`config.mk`:
```
export PLATFORM = sky130hd
export DESIGN_NAME = pc_fetch_unit
export DESIGN_NICKNAME = d
export VERILOG_FILES = /design/src/rtl/pcfu_pkg.sv /design/src/rtl/pc_next_calc.sv /design/src/rtl/pc_fetch_unit.sv
export SDC_FILE = /design/constraint.sdc
export NUM_CORES = 1
export LEC_CHECK = 0
export CORE_ASPECT_RATIO = 1.25
export CORE_UTILIZATION = 43
export CTS_BUF_LIST = sky130_fd_sc_hd__clkbuf_4
export DETAILED_ROUTE_END_ITERATION = 8
export PLACE_DENSITY = 0.77
export SLEW_MARGIN = 0
export SYNTH_ARGS = -nofsm -noshare
export SYNTH_HDL_FRONTEND = slang
export SYNTH_SLANG_ARGS = --single-unit
```
`constraint.sdc`:
```
create_clock -name CLK -period 3.56 [get_ports CLK]
set_clock_uncertainty 0.2 [all_clocks]
set_input_delay 0.356 -clock CLK [delete_from_list [all_inputs] [get_ports CLK]]
set_output_delay 0.356 -clock CLK [all_outputs]
set_load 0.005 [all_outputs]
```
`src/rtl/pcfu_pkg.sv`:
```
// Shared definitions for the PC fetch unit: FSM state encoding and datapath widths.
// Optional performance counters in pc_fetch_unit are enabled by PCFU_PERF_CNT_EN.
package pcfu_pkg;

    localparam int INSTR_W = 32;
    localparam int ADDR_W  = 32;

    localparam logic [INSTR_W-1:0] RESET_INSTR = 32'h0000_0000;

    typedef enum logic [1:0] {
        S_IDLE  = 2'd0,
        S_FETCH = 2'd1,
        S_EXEC  = 2'd2
    } pcfu_state_e;

endpackage

```
`src/rtl/pc_next_calc.sv`:
```
// Combinational next-PC candidates: PC+4 and the branch target PC+4 + sext(offset)*4.
// Shared with the branch-verify bench, so it carries no state.
module pc_next_calc
    import pcfu_pkg::*;
#(
    parameter int OFFSET_W = 8
) (
    input  logic [ADDR_W-1:0]   pc,
    input  logic [OFFSET_W-1:0] offset,
    output logic [ADDR_W-1:0]   pc_plus4,
    output logic [ADDR_W-1:0]   target
);

    logic [ADDR_W-1:0] byte_offset;

    // Word offset becomes a byte offset: two zero LSBs, offset bits, then sign fill.
    genvar gi;
    generate
        for (gi = 0; gi < ADDR_W; gi++) begin : g_byte_offset
            if (gi < 2) begin : g_zero
                assign byte_offset[gi] = 1'b0;
            end else if (gi < OFFSET_W + 2) begin : g_field
                assign byte_offset[gi] = offset[gi-2];
            end else begin : g_sign
                assign byte_offset[gi] = offset[OFFSET_W-1];
            end
        end
    endgenerate

    assign pc_plus4 = pc + 32'd4;
    assign target   = pc_plus4 + byte_offset;

endmodule

```
`src/rtl/pc_fetch_unit.sv`:
```
// Program counter and instruction-fetch FSM (IDLE -> FETCH -> EXEC -> FETCH ...).
// Define PCFU_PERF_CNT_EN to add the RETIRED_CNT / STALL_CNT performance counters.
module pc_fetch_unit
    import pcfu_pkg::*;
#(
    parameter logic [ADDR_W-1:0] RESET_PC = 32'h0000_0000,
    parameter int                OFFSET_W = 8
) (
    input  logic                CLK,
    input  logic                RESET,
    input  logic                BRANCH_SEL,
    input  logic [OFFSET_W-1:0] OFFSET,
    input  logic                CORE_STALL,
    input  logic                IMEM_BUSYWAIT,
    input  logic [INSTR_W-1:0]  IMEM_INSTR,
    output logic                IMEM_READ,
    output logic [ADDR_W-1:0]   IMEM_ADDR,
    output logic [INSTR_W-1:0]  INSTRUCTION,
    output logic                INSTR_VALID,
    output logic [ADDR_W-1:0]   PC,
    output logic [ADDR_W-1:0]   PC_PLUS4
`ifdef PCFU_PERF_CNT_EN
    ,
    output logic [31:0]         RETIRED_CNT,
    output logic [31:0]         STALL_CNT
`endif
);

    pcfu_state_e        state_reg;
    logic [ADDR_W-1:0]  pc_reg;
    logic [INSTR_W-1:0] instr_reg;
    logic               valid_reg;
    logic               read_reg;
    logic [ADDR_W-1:0]  pc_plus4;
    logic [ADDR_W-1:0]  pc_target;

    pc_next_calc #(
        .OFFSET_W (OFFSET_W)
    ) u_next (
        .pc       (pc_reg),
        .offset   (OFFSET),
        .pc_plus4 (pc_plus4),
        .target   (pc_target)
    );

    // Outputs are registered alongside the state so IMEM_READ never glitches.
    always_ff @(posedge CLK) begin
        if (RESET) begin
            state_reg <= S_IDLE;
            pc_reg    <= RESET_PC;
            instr_reg <= RESET_INSTR;
            valid_reg <= 1'b0;
            read_reg  <= 1'b0;
        end else begin
            case (state_reg)
                S_IDLE: begin
                    state_reg <= S_FETCH;
                    read_reg  <= 1'b1;
                end
                S_FETCH: begin
                    if (!IMEM_BUSYWAIT) begin
                        instr_reg <= IMEM_INSTR;
                        valid_reg <= 1'b1;
                        read_reg  <= 1'b0;
                        state_reg <= S_EXEC;
                    end
                end
                S_EXEC: begin
                    if (!CORE_STALL) begin
                        pc_reg    <= BRANCH_SEL ? pc_target : pc_plus4;
                        valid_reg <= 1'b0;
                        read_reg  <= 1'b1;
                        state_reg <= S_FETCH;
                    end
                end
                default: begin
                    state_reg <= S_IDLE;
                    valid_reg <= 1'b0;
                    read_reg  <= 1'b0;
                end
            endcase
        end
    end

    assign IMEM_READ   = read_reg;
    assign IMEM_ADDR   = pc_reg;
    assign INSTRUCTION = instr_reg;
    assign INSTR_VALID = valid_reg;
    assign PC          = pc_reg;
    assign PC_PLUS4    = pc_plus4;

`ifdef PCFU_PERF_CNT_EN
    logic [31:0] retired_cnt_reg;
    logic [31:0] stall_cnt_reg;

    // A stall cycle is any edge where the unit wanted to advance but could not.
    always_ff @(posedge CLK) begin
        if (RESET) begin
            retired_cnt_reg <= 32'd0;
            stall_cnt_reg   <= 32'd0;
        end else begin
            if (state_reg == S_EXEC && !CORE_STALL) begin
                retired_cnt_reg <= retired_cnt_reg + 32'd1;
            end
            if ((state_reg == S_FETCH && IMEM_BUSYWAIT) ||
                (state_reg == S_EXEC && CORE_STALL)) begin
                stall_cnt_reg <= stall_cnt_reg + 32'd1;
            end
        end
    end

    assign RETIRED_CNT = retired_cnt_reg;
    assign STALL_CNT   = stall_cnt_reg;
`endif

endmodule

```
[Word-level counts from Yosys, hierarchy flattened]
Cells that the tools add are included.
Word-level totals
  register bits after elaboration: 68
  input port bits: 45
  output and inout port bits: 130
  word-level logic and storage cells: 29
Cells by class
  $add $sub $neg: 2
  equal/unequal tests: 4
  mux-type cells: 10
  bitwise gates (word level): 3
  reductions and logical operators: 5
Operators with widths (number)
  $add 32x3->32 const B: 1
  $add 32x32->32: 1
  $mux 32: 1
  $pmux 1 s3: 2
  $pmux 2 s3: 1
  $reduce_and 2->1: 3
  $mux 1: 4
  $mux 2: 2
  $ne 2x2->1 const B: 2
  $not 1->1: 3
  $reduce_and 3->1: 1
  $eq 2x1->1 const B: 1
  $eq 2x2->1 const B: 1
  $logic_not 2->1: 1

[Logic depth before layout (Yosys ltp)]
Gate-level depths: netlist of run 1.
  depth in word-level cells: 3
  depth in mapped cells: 16
  gate-level depth less buffers: 16

[Modules after synthesis]
A second synthesis of run 1 with hierarchy kept.
Unflattened totals
  cells, all modules: 607
  area, all modules: 5003.5 um^2
By module, submodules not included
  pc_fetch_unit: times used 1, cells each 302, area an instance 2844.0 um^2, sequential area each 1361.3 um^2
  pc_next_calc: times used 1, cells each 305, area an instance 2159.6 um^2, sequential area each 0.0 um^2

[Worst setup path after synthesis of run 1]
No wires, ideal clock.
  kind: reg-to-reg
  start: register pc_reg[2] (netlist: IMEM_ADDR[2])
  end: register pc_reg[27] (netlist: IMEM_ADDR[27])
  setup time: 0.070 ns
  data arrival time: 3.493 ns
  required time: 3.290 ns
  setup slack: -0.203 ns
  cell stages (with the launch flop): 17
  buffers on the path: 0
  clock period less this slack: 3.763 ns
  cells stage by stage: dfxtp_1 ha_1 nand3_1 nor2_1 nand2_1 nor2_1 and3_1 xor2_1 ha_1 nand2_1 nor4_1 nand3_1 nand2_1 o211ai_1 nor3b_1 or3_1 a21oi_1
On the way
  longest elaborated chain between the ends: 3
Ends and longest elaborated chain
  start, declared: line pc_fetch_unit.sv:30  | logic [ADDR_W-1:0] pc_reg;
  start signal, assigned: line pc_fetch_unit.sv:70  | pc_reg <= BRANCH_SEL ? pc_target : pc_plus4;
  $add 32x3->32: line pc_next_calc.sv:30  | assign pc_plus4 = pc + 32'd4;
  net PC_PLUS4[22]: line pc_fetch_unit.sv:21  | output logic [ADDR_W-1:0] PC_PLUS4
  $add 32x32->32: line pc_next_calc.sv:31  | assign target = pc_plus4 + byte_offset;
  $mux 32: line pc_fetch_unit.sv:70
The timed path passes the listed nets, and every way through them passes these cells.
A chain may end at the register's enable or synchronous reset.

[Worst setup path in the final report of run 1]
  start: register pc_reg[3] (netlist: IMEM_ADDR[3])
  end: register pc_reg[21] (netlist: IMEM_ADDR[21])
On the way
  longest elaborated chain between the ends: 3
Ends and longest elaborated chain (line)
  $add 32x3->32 *: pc_next_calc.sv:30
  $add 32x32->32: pc_next_calc.sv:31
  $mux 32 *: pc_fetch_unit.sv:70
Every way passes the cells marked *; elsewhere a longest branch is shown, timed or not.

==> PnR_summary.wiki, run 1 <==
{| class="wikitable"
! Metric !! Value
|-
| Max transition margin || 43.4%
|-
| Via Count || 6145
|-
| Synth top cells by count || sky130_fd_sc_hd__nand2_1 (104), sky130_fd_sc_hd__a21oi_1 (86), sky130_fd_sc_hd__dfxtp_1 (65)
|-
| Synthesized instance count || 680
|-
| GRT Residual Overflow || 0
|-
| Buffers plus inverters on the worst setup path || 2
|-
| Port Buffer Count || 168
|-
| Yosys warning total || 0
|-
| Complex-gate fraction of the synthesized area || 24.6%
|-
| Worst path slowest cell || sky130_fd_sc_hd__dfxtp_4
|-
| Maximum number of pins on one net before global-route repair || 43
|-
| Starting Density || 44.8%
|-
| Overall die area || 0.0122 mm^2
|-
| Vertical extent of the die || 123 um
|-
| Via count of the first global-routing pass || 5739
|-
| Top Ports || 175
|-
| Routability congestion estimate || 0.950
|-
| Multiplexer share of the synthesized area || 1.19%
|-
| Drt total wl || 19000 um
|-
| First DRT Iteration DRCs || 322
|-
| Clk_lat worst skew || 0.44 ns
|-
| Most frequent cell after synthesis || sky130_fd_sc_hd__nand2_1
|-
| Post-layout util || 73.8%
|-
| Final HPWL from detailed placement || 13700 um
|-
| Tightest Pin Transition || 0.849 ns
|-
| Setup repair after global routing missed its margin || yes
|-
| Pins over their slew limit || 0
|-
| Arrival time worst endpoint || 3.70 ns
|-
| EDFF count, synth || 0
|-
| Cells along the critical path || ha_4 -> nand3_4 -> nor2_4 -> and4_4 -> xor2_2 -> ha_1 -> nand2_2 -> nor4b_4 -> o31ai_4 -> a211o_1 -> a21oi_2 -> buf_4 -> buf_6 -> or3_1 -> nand3_1 -> a211oi_2
|-
| Post-route clock period utilization || 99.1%
|-
| Result of the run || completed
|-
| Final Hold Violating Endpoints || 0
|-
| Avg Cell Area, Syn || 7.45 um^2
|-
| Sequential area share after synthesis || 25.7%
|-
| Fraction of registers with async set/reset || 0%
|-
| VDD IR max || 0.225 mV
|-
| Num CTS Buffers || 9
|-
| Crit path time final || 3.53 ns
|-
| Leading cell types by total area after synthesis || sky130_fd_sc_hd__dfxtp_1 (26%), sky130_fd_sc_hd__ha_1 (8.9%), sky130_fd_sc_hd__a21oi_1 (8.5%)
|-
| Crit Path Category || reg -> reg
|-
| Largest fanout of any net on the critical path || 5
|-
| Count of hold buffers inserted by post-cts repair || 0
|-
| Dominant combinational cell family by area after synthesis || compound AO/OA/AOI/OAI gates
|-
| Placeable core area || 0.0113 mm^2
|-
| Chip width || 99.1 um
|-
| # fillers || 871
|-
| Bufs on Longest Clock Path || 2
|-
| Final std cells w/o fill || 1078
|-
| Number of maximum-capacitance violations || 0
|-
| Power per standard cell area || 214 mW/mm^2
|-
| Number of remaining DRC errors || 0
|-
| Peak Freq || 283 MHz
|-
| Netlist cell types || 58
|-
| Yosys reg bits || 65
|-
| Layout cells sized above 1 || 26.2%
|-
| GRT Overall Usage || 28.9%
|-
| Initial DRT Pass Iterations || 5
|-
| Root buffer cell || sky130_fd_sc_hd__clkbuf_4
|-
| Clock slew at reported path FFs || 0.14 ns
|-
| TritonCTS clock tree || built
|-
| Setup tns final || 0 ns
|-
| Capturing element type of the critical path || register
|-
| Global-route wire length before repair || 27900 um
|-
| Adder-cell share of the synthesized area || 9.29%
|-
| H-tree levels || 3
|-
| Cell count after placement || 1038
|-
| Library cell with the largest summed area after synthesis || sky130_fd_sc_hd__dfxtp_1
|-
| Overall power consumption || 1790 uW
|-
| Critical Path RT || 3.73 ns
|-
| Number of antenna violations at the first check in global routing || 1
|-
| Top Family by Delay on Critical Path || simple AND/OR/NAND/NOR gates
|-
| Number of placement rows || 43
|-
| Layout area overhead || 64.6%
|-
| Element type at the critical path start || register
|-
| Simple-gate area share of the yosys netlist || 22.7%
|-
| Number of nets in the finished design || 1019
|-
| Max reg flops || 32
|-
| Clk sink count || 65
|-
| Worst hold slack across all endpoints || 0.241 ns
|-
| Type of the worst min-delay path || in -> reg
|-
| Most used flip-flop cell after synthesis || sky130_fd_sc_hd__dfxtp_1
|-
| Number of setup violations in the final report || 0
|-
| Post-synthesis xor/xnor area fraction || 7.78%
|-
| DR WL/cell || 17.6 um
|-
| Static leakage power || 0.00356 uW
|-
| Detail-routed via count per cell || 5.70
|-
| Delay contributed by the slowest stage of the critical path || 0.40 ns
|-
| Area share of the largest cell type after synthesis || 25.7%
|-
| Post-Syn Area || 0.00506 mm^2
|-
| Number of nets with antenna violations after detailed routing || 0
|}
## final timing paths
path	start	to	slack [ns]	cells past startpoint
worst max-delay path	IMEM_ADDR[3]	IMEM_ADDR[21]	0.03	16
worst min register to register	INSTRUCTION[21]	INSTRUCTION[21]	0.26	2
worst max register to register	IMEM_ADDR[3]	IMEM_ADDR[21]	0.03	16
worst min-delay path	IMEM_INSTR[11]	INSTRUCTION[11]	0.24	3
## logic make-up after synthesis
| family | after synthesis |
|---|---|
| adders and majority gates | 37 |
| and+or+nand+nor | 247 |
| AOI/OAI and AO/OA | 199 |
| DFF | 65 |
| muxes | 6 |
| other | 1 |
| xor gates and xnor gates | 45 |
| buffers and inverters | 80 |
## timing repair
item | in CTS | in global routing
buffers inserted | 0 | 23
pin swaps | 4 | 54
gates resized for setup | 18 | 86
endpoints found under the setup margin | 13 | 20
gates cloned | 0 | 0
endpoints found under the hold margin | 0 | 0
## cells in the final DEF, fill, tap and decap left out, drive strengths merged, types with 6 or more instances in the layout
cell,count
a21o,21
buf,141
a21oi,86
dfxtp,65
o21ai,30
mux2i,6
nand2,104
xnor2,30
nand3,19
clkdlybuf4s50,167
nand4,13
o21bai,7
ha,36
xor2,15
inv,13
clkbuf,9
and3,12
conb,6
a22oi,8
a211oi,12
nor2,50
nor3,15
a31oi,6
## routing by layer
layer | vias up | share of wire (%) | GRT usage (%)
met5 | - | 0 | 0
met4 | 0 | 4.4 | 13.8
met3 | 52 | 5.6 | 5.14
met2 | 262 | 52 | 52.4
met1 | 2923 | 38 | 32.7
li1 | 2908 | - | -
## stage by stage
step / area (um^2) / setup slack, ns
after floorplan: 5150 / 0.0288
after global placement: 7510 / -0.0598
after detailed placement: 7510 / -0.166
after CTS: 7740 / 0.000575
after global routing: 8330 / -0.0873
final: 8330 / 0.0313
## layout make-up
cell class              count  area, um^2  area share [%]
multi-input cells         540        3860            46.3
repair buffers            308        2790            33.5
flip-flops and latches     65        1330            15.9
well taps                 135         169            2.03
clock inverters             7        71.3           0.856
clock buffers               9        67.6           0.811
inverters                  13        48.8           0.585
diodes                      1        2.50          0.0300
## power by group
| group | total, uW | leakage (uW) | internal [uW] | switching [uW] |
|---|---|---|---|---|
| sequential | 770 | 0.000535 | 751 | 19.3 |
| combinational | 475 | 0.00295 | 250 | 226 |
| clock | 539 | 0.0000696 | 212 | 327 |
## worst reg2reg max path, cell delays in order, from the launching register on
cell and delay, ns:
sky130_fd_sc_hd__dfxtp_4 0.40, sky130_fd_sc_hd__ha_4 0.15, sky130_fd_sc_hd__nand3_4 0.08, sky130_fd_sc_hd__nor2_4 0.21, sky130_fd_sc_hd__and4_4 0.31, sky130_fd_sc_hd__xor2_2 0.09
sky130_fd_sc_hd__ha_1 0.33, sky130_fd_sc_hd__nand2_2 0.10, sky130_fd_sc_hd__nor4b_4 0.33, sky130_fd_sc_hd__o31ai_4 0.14, sky130_fd_sc_hd__a211o_1 0.31, sky130_fd_sc_hd__a21oi_2 0.18
sky130_fd_sc_hd__buf_4 0.16, sky130_fd_sc_hd__buf_6 0.09, sky130_fd_sc_hd__or3_1 0.09, sky130_fd_sc_hd__nand3_1 0.08, sky130_fd_sc_hd__a211oi_2 0.21
(Power assumes the default switching activity.)
==> run 2, diff against run 1 <==
Settings changed: CORE_MARGIN from default to 3, TNS_END_PERCENT from default to 30.
==> run 2 against run 1 <==
Against the previous run: the run now ends with negative setup slack left; first-iteration DRC count is 16% higher; largest power group unchanged; via count is 1.6% lower; non-clock buffer count is 14 lower; clock power is 17% higher; highest routed layer unchanged; hold slack worse by 0.0040 ns; flip-flop and latch count stayed put; global-route usage is 1.8 points lower; routed wire length is 1.1% lower; core utilization is 0.79 points lower.
==> PnR_summary.wiki, run 2 (synthesis gave the netlist of run 1 again) <==
{| class="wikitable"
! Metric !! Value
|-
| Detail-routed via count per cell || 5.68 (was 5.70)
|-
| GRT Overall Usage || 27.1% (was 28.9%)
|-
| Static leakage power || 0.00354 uW (was 0.00356 uW)
|-
| Max reg flops || 32 (unchanged)
|-
| Root buffer cell || sky130_fd_sc_hd__clkbuf_4 (unchanged)
|-
| # fillers || 827 (was 871)
|-
| Top Ports || 175 (unchanged)
|-
| TritonCTS clock tree || built (unchanged)
|-
| VDD IR max || 0.174 mV (was 0.225 mV)
|-
| Maximum number of pins on one net before global-route repair || 43 (unchanged)
|-
| Power spent charging and discharging nets || 582 uW (was 572 uW)
|-
| Number of maximum-capacitance violations || 0 (unchanged)
|-
| Count of hold buffers inserted by post-cts repair || 0 (unchanged)
|-
| First DRT Iteration DRCs || 374 (was 322)
|-
| Violations in the final reports || negative setup slack
|-
| Number of nets with antenna violations after detailed routing || 0 (unchanged)
|-
| Number of antenna violations at the first check in global routing || 1 (unchanged)
|-
| Tightest Pin Transition || 0.879 ns (was 0.849 ns)
|-
| Initial DRT Pass Iterations || 5 (unchanged)
|-
| Result of the run || finished, violations left (was completed)
|-
| Final Worst Setup Slack || -0.00138 ns (was 0.0313 ns)
|-
| Internal Power || 1290 uW (was 1210 uW)
|-
| Post-layout util || 73.0% (was 73.8%)
|-
| Number of placement rows || 43 (unchanged)
|-
| Number of setup violations in the final report || 1 (was 0)
|-
| Element type at the critical path start || register (unchanged)
|-
| Via Count || 6044 (was 6145)
|-
| DR WL/cell || 17.7 um (was 17.6 um)
|-
| Clock slew at reported path FFs || 0.13 ns (was 0.14 ns)
|-
| Capturing element type of the critical path || register (unchanged)
|-
| Drt total wl || 18800 um (was 19000 um)
|-
| Fraction of power consumed by sequential logic || 41.2% (was 43.2%)
|-
| Arrival time worst endpoint || 3.73 ns (was 3.70 ns)
|-
| Pins over their slew limit || 0 (unchanged)
|-
| Clk_lat worst skew || 0.45 ns (was 0.44 ns)
|-
| Via count of the first global-routing pass || 5921 (was 5739)
|-
| Global-route wire length before repair || 28500 um (was 27900 um)
|-
| Power per standard cell area || 227 mW/mm^2 (was 214 mW/mm^2)
|-
| H-tree levels || 3 (unchanged)
|-
| Layout cells sized above 1 || 25.5% (was 26.2%)
|-
| Number of nets in the finished design || 1005 (was 1019)
|-
| Worst hold slack across all endpoints || 0.237 ns (was 0.241 ns)
|-
| GRT Residual Overflow || 0 (unchanged)
|-
| Starting Density || 44.8% (unchanged)
|-
| Fraction of power spent switching nets || 31.1% (was 32.0%)
|-
| Delay contributed by the slowest stage of the critical path || 0.40 ns (about the same)
|-
| Chip width || 103 um (was 99.1 um)
|-
| Critical Path RT || 3.73 ns (about the same)
|-
| Type of the worst min-delay path || in -> reg (unchanged)
|-
| Most frequent cells in the layout || sky130_fd_sc_hd__clkdlybuf4s50_1 (167), sky130_fd_sc_hd__buf_4 (122), sky130_fd_sc_hd__nand2_1 (99) (was sky130_fd_sc_hd__clkdlybuf4s50_1 (167), sky130_fd_sc_hd__buf_4 (128), sky130_fd_sc_hd__nand2_1 (97))
|-
| Overall die area || 0.0131 mm^2 (was 0.0122 mm^2)
|-
| Vertical extent of the die || 127 um (was 123 um)
|-
| Worst path slowest cell || sky130_fd_sc_hd__dfxtp_4 (unchanged)
|-
| Crit Path Category || reg -> reg (unchanged)
|-
| Number of remaining DRC errors || 0 (unchanged)
|-
| Bufs on Longest Clock Path || 2 (unchanged)
|-
| Layout area overhead || 62.8% (was 64.6%)
|-
| Most frequent standard cell in the layout excluding fill and tap cells || sky130_fd_sc_hd__clkdlybuf4s50_1 (unchanged)
|-
| Cells along the critical path || ha_4 -> nand3_2 -> nor2_4 -> and4_4 -> nand3_4 -> xnor2_4 -> ha_4 -> buf_4 -> nand2_1 -> nand2_1 -> and3_4 -> buf_4 -> a211oi_2 -> nor2_1 -> or3_1 -> a211oi_2 (was ha_4 -> nand3_4 -> nor2_4 -> and4_4 -> xor2_2 -> ha_1 -> nand2_2 -> nor4b_4 -> o31ai_4 -> a211o_1 -> a21oi_2 -> buf_4 -> buf_6 -> or3_1 -> nand3_1 -> a211oi_2)
|-
| Combinational Power Share || 25.1% (was 26.6%)
|-
| Peak Freq || 281 MHz (was 283 MHz)
|-
| Crit path time final || 3.56 ns (was 3.53 ns)
|-
| Setup repair after global routing missed its margin || yes (unchanged)
|-
| Port Buffer Count || 168 (unchanged)
|-
| Final Hold Violating Endpoints || 0 (unchanged)
|-
| Largest fanout of any net on the critical path || 4 (was 5)
|-
| Placeable core area || 0.0113 mm^2 (unchanged)
|-
| Final HPWL from detailed placement || 13700 um (about the same)
|-
| Max transition margin || 41.4% (was 43.4%)
|-
| Num CTS Buffers || 9 (unchanged)
|-
| Post-route clock period utilization || 100% (was 99.1%)
|-
| Clk sink count || 65 (unchanged)
|-
| Clock power frac || 33.7% (was 30.2%)
|-
| Routability congestion estimate || 0.924 (was 0.950)
|}
[run 2: changes by cell type in the layout (fill, tap and decap cells not counted), moves of 3 or more]
| cell | before | now |
|---|---|---|
| sky130_fd_sc_hd__buf_4 | 128 | 122 |
| sky130_fd_sc_hd__buf_6 | 10 | 4 |
| sky130_fd_sc_hd__a21oi_1 | 78 | 74 |
| sky130_fd_sc_hd__nand2_2 | 7 | 3 |
| sky130_fd_sc_hd__a21oi_4 | 0 | 3 |
[run 2: stage by stage]
step                worst slack [ns]  instances  total power, uW  setup TNS (ns)  cell area (um^2)
global route                  -0.147       1064             1950          -0.830              8250
global placement             -0.0401       1034             1200         -0.0642              7470
floorplan                     0.0288        685              998               0              5150
detailed placement           -0.0833       1034             1220          -0.388              7470
finish                      -0.00138       1064             1870        -0.00138              8250
CTS                          0.00119       1050             1850               0              7690
[run 2: layer usage]
| layer | track usage (%) | vias up | wire, um |
|---|---|---|---|
| met3 | 4.31 | 53 | 1030 |
| met5 | 0 | - | 0 |
| met2 | 47.8 | 252 | 9850 |
| met1 | 31.6 | 2853 | 7310 |
| met4 | 11.8 | 0 | 605 |
| li1 | - | 2886 | - |
[run 2: repair_timing]
| action | in CTS | in global routing |
|---|---|---|
| gates resized for setup | 10 | 97 |
| setup buffers | 0 | 13 |
| endpoints found under the setup margin | 13 | 21 |
| pin swaps | 2 | 45 |
[run 2: path summary, 6_finish.rpt]
check | cells after the start | slack, ns | end | startpoint
worst max-delay path | 16 | -0.001 | IMEM_ADDR[18] | IMEM_ADDR[2]
worst min-delay path | 3 | 0.24 | INSTRUCTION[19] | IMEM_INSTR[19]
worst max register to register | 16 | -0.001 | IMEM_ADDR[18] | IMEM_ADDR[2]
worst min register to register | 2 | 0.26 | INSTRUCTION[5] | INSTRUCTION[5]
[run 2: critical path, delay by kind of cell (launching register included)]
kind                     cells  cell delay, ns
buffers and inverters        2            0.27
AND/OR/NAND/NOR              9            1.58
flip-flops                   1            0.40
adder cells (fa/ha/maj)      2            0.40
AO/OA/AOI/OAI                2            0.44
XOR/XNOR                     1            0.21
[run 2: final cells by class]
class | count | area (um^2) | share of cell area [%]
tap | 135 | 169 | 2.05
clock buffer | 9 | 67.6 | 0.819
antenna | 1 | 2.50 | 0.0303
inverter | 13 | 48.8 | 0.592
multi-input combinational | 540 | 3900 | 47.3
timing repair buffer | 294 | 2640 | 32.0
sequential | 65 | 1320 | 16.0
clock inverter | 7 | 103 | 1.24
[run 2: power by group through the flow]
stage | combinational (uW) | clock [uW] | sequential, uW
2_1_floorplan | 207 | 0 | 791
3_3_place_gp | 420 | 0 | 785
3_5_place_dp | 429 | 0 | 787
4_1_cts | 436 | 639 | 771
5_1_grt | 509 | 665 | 774
6_report | 469 | 631 | 771
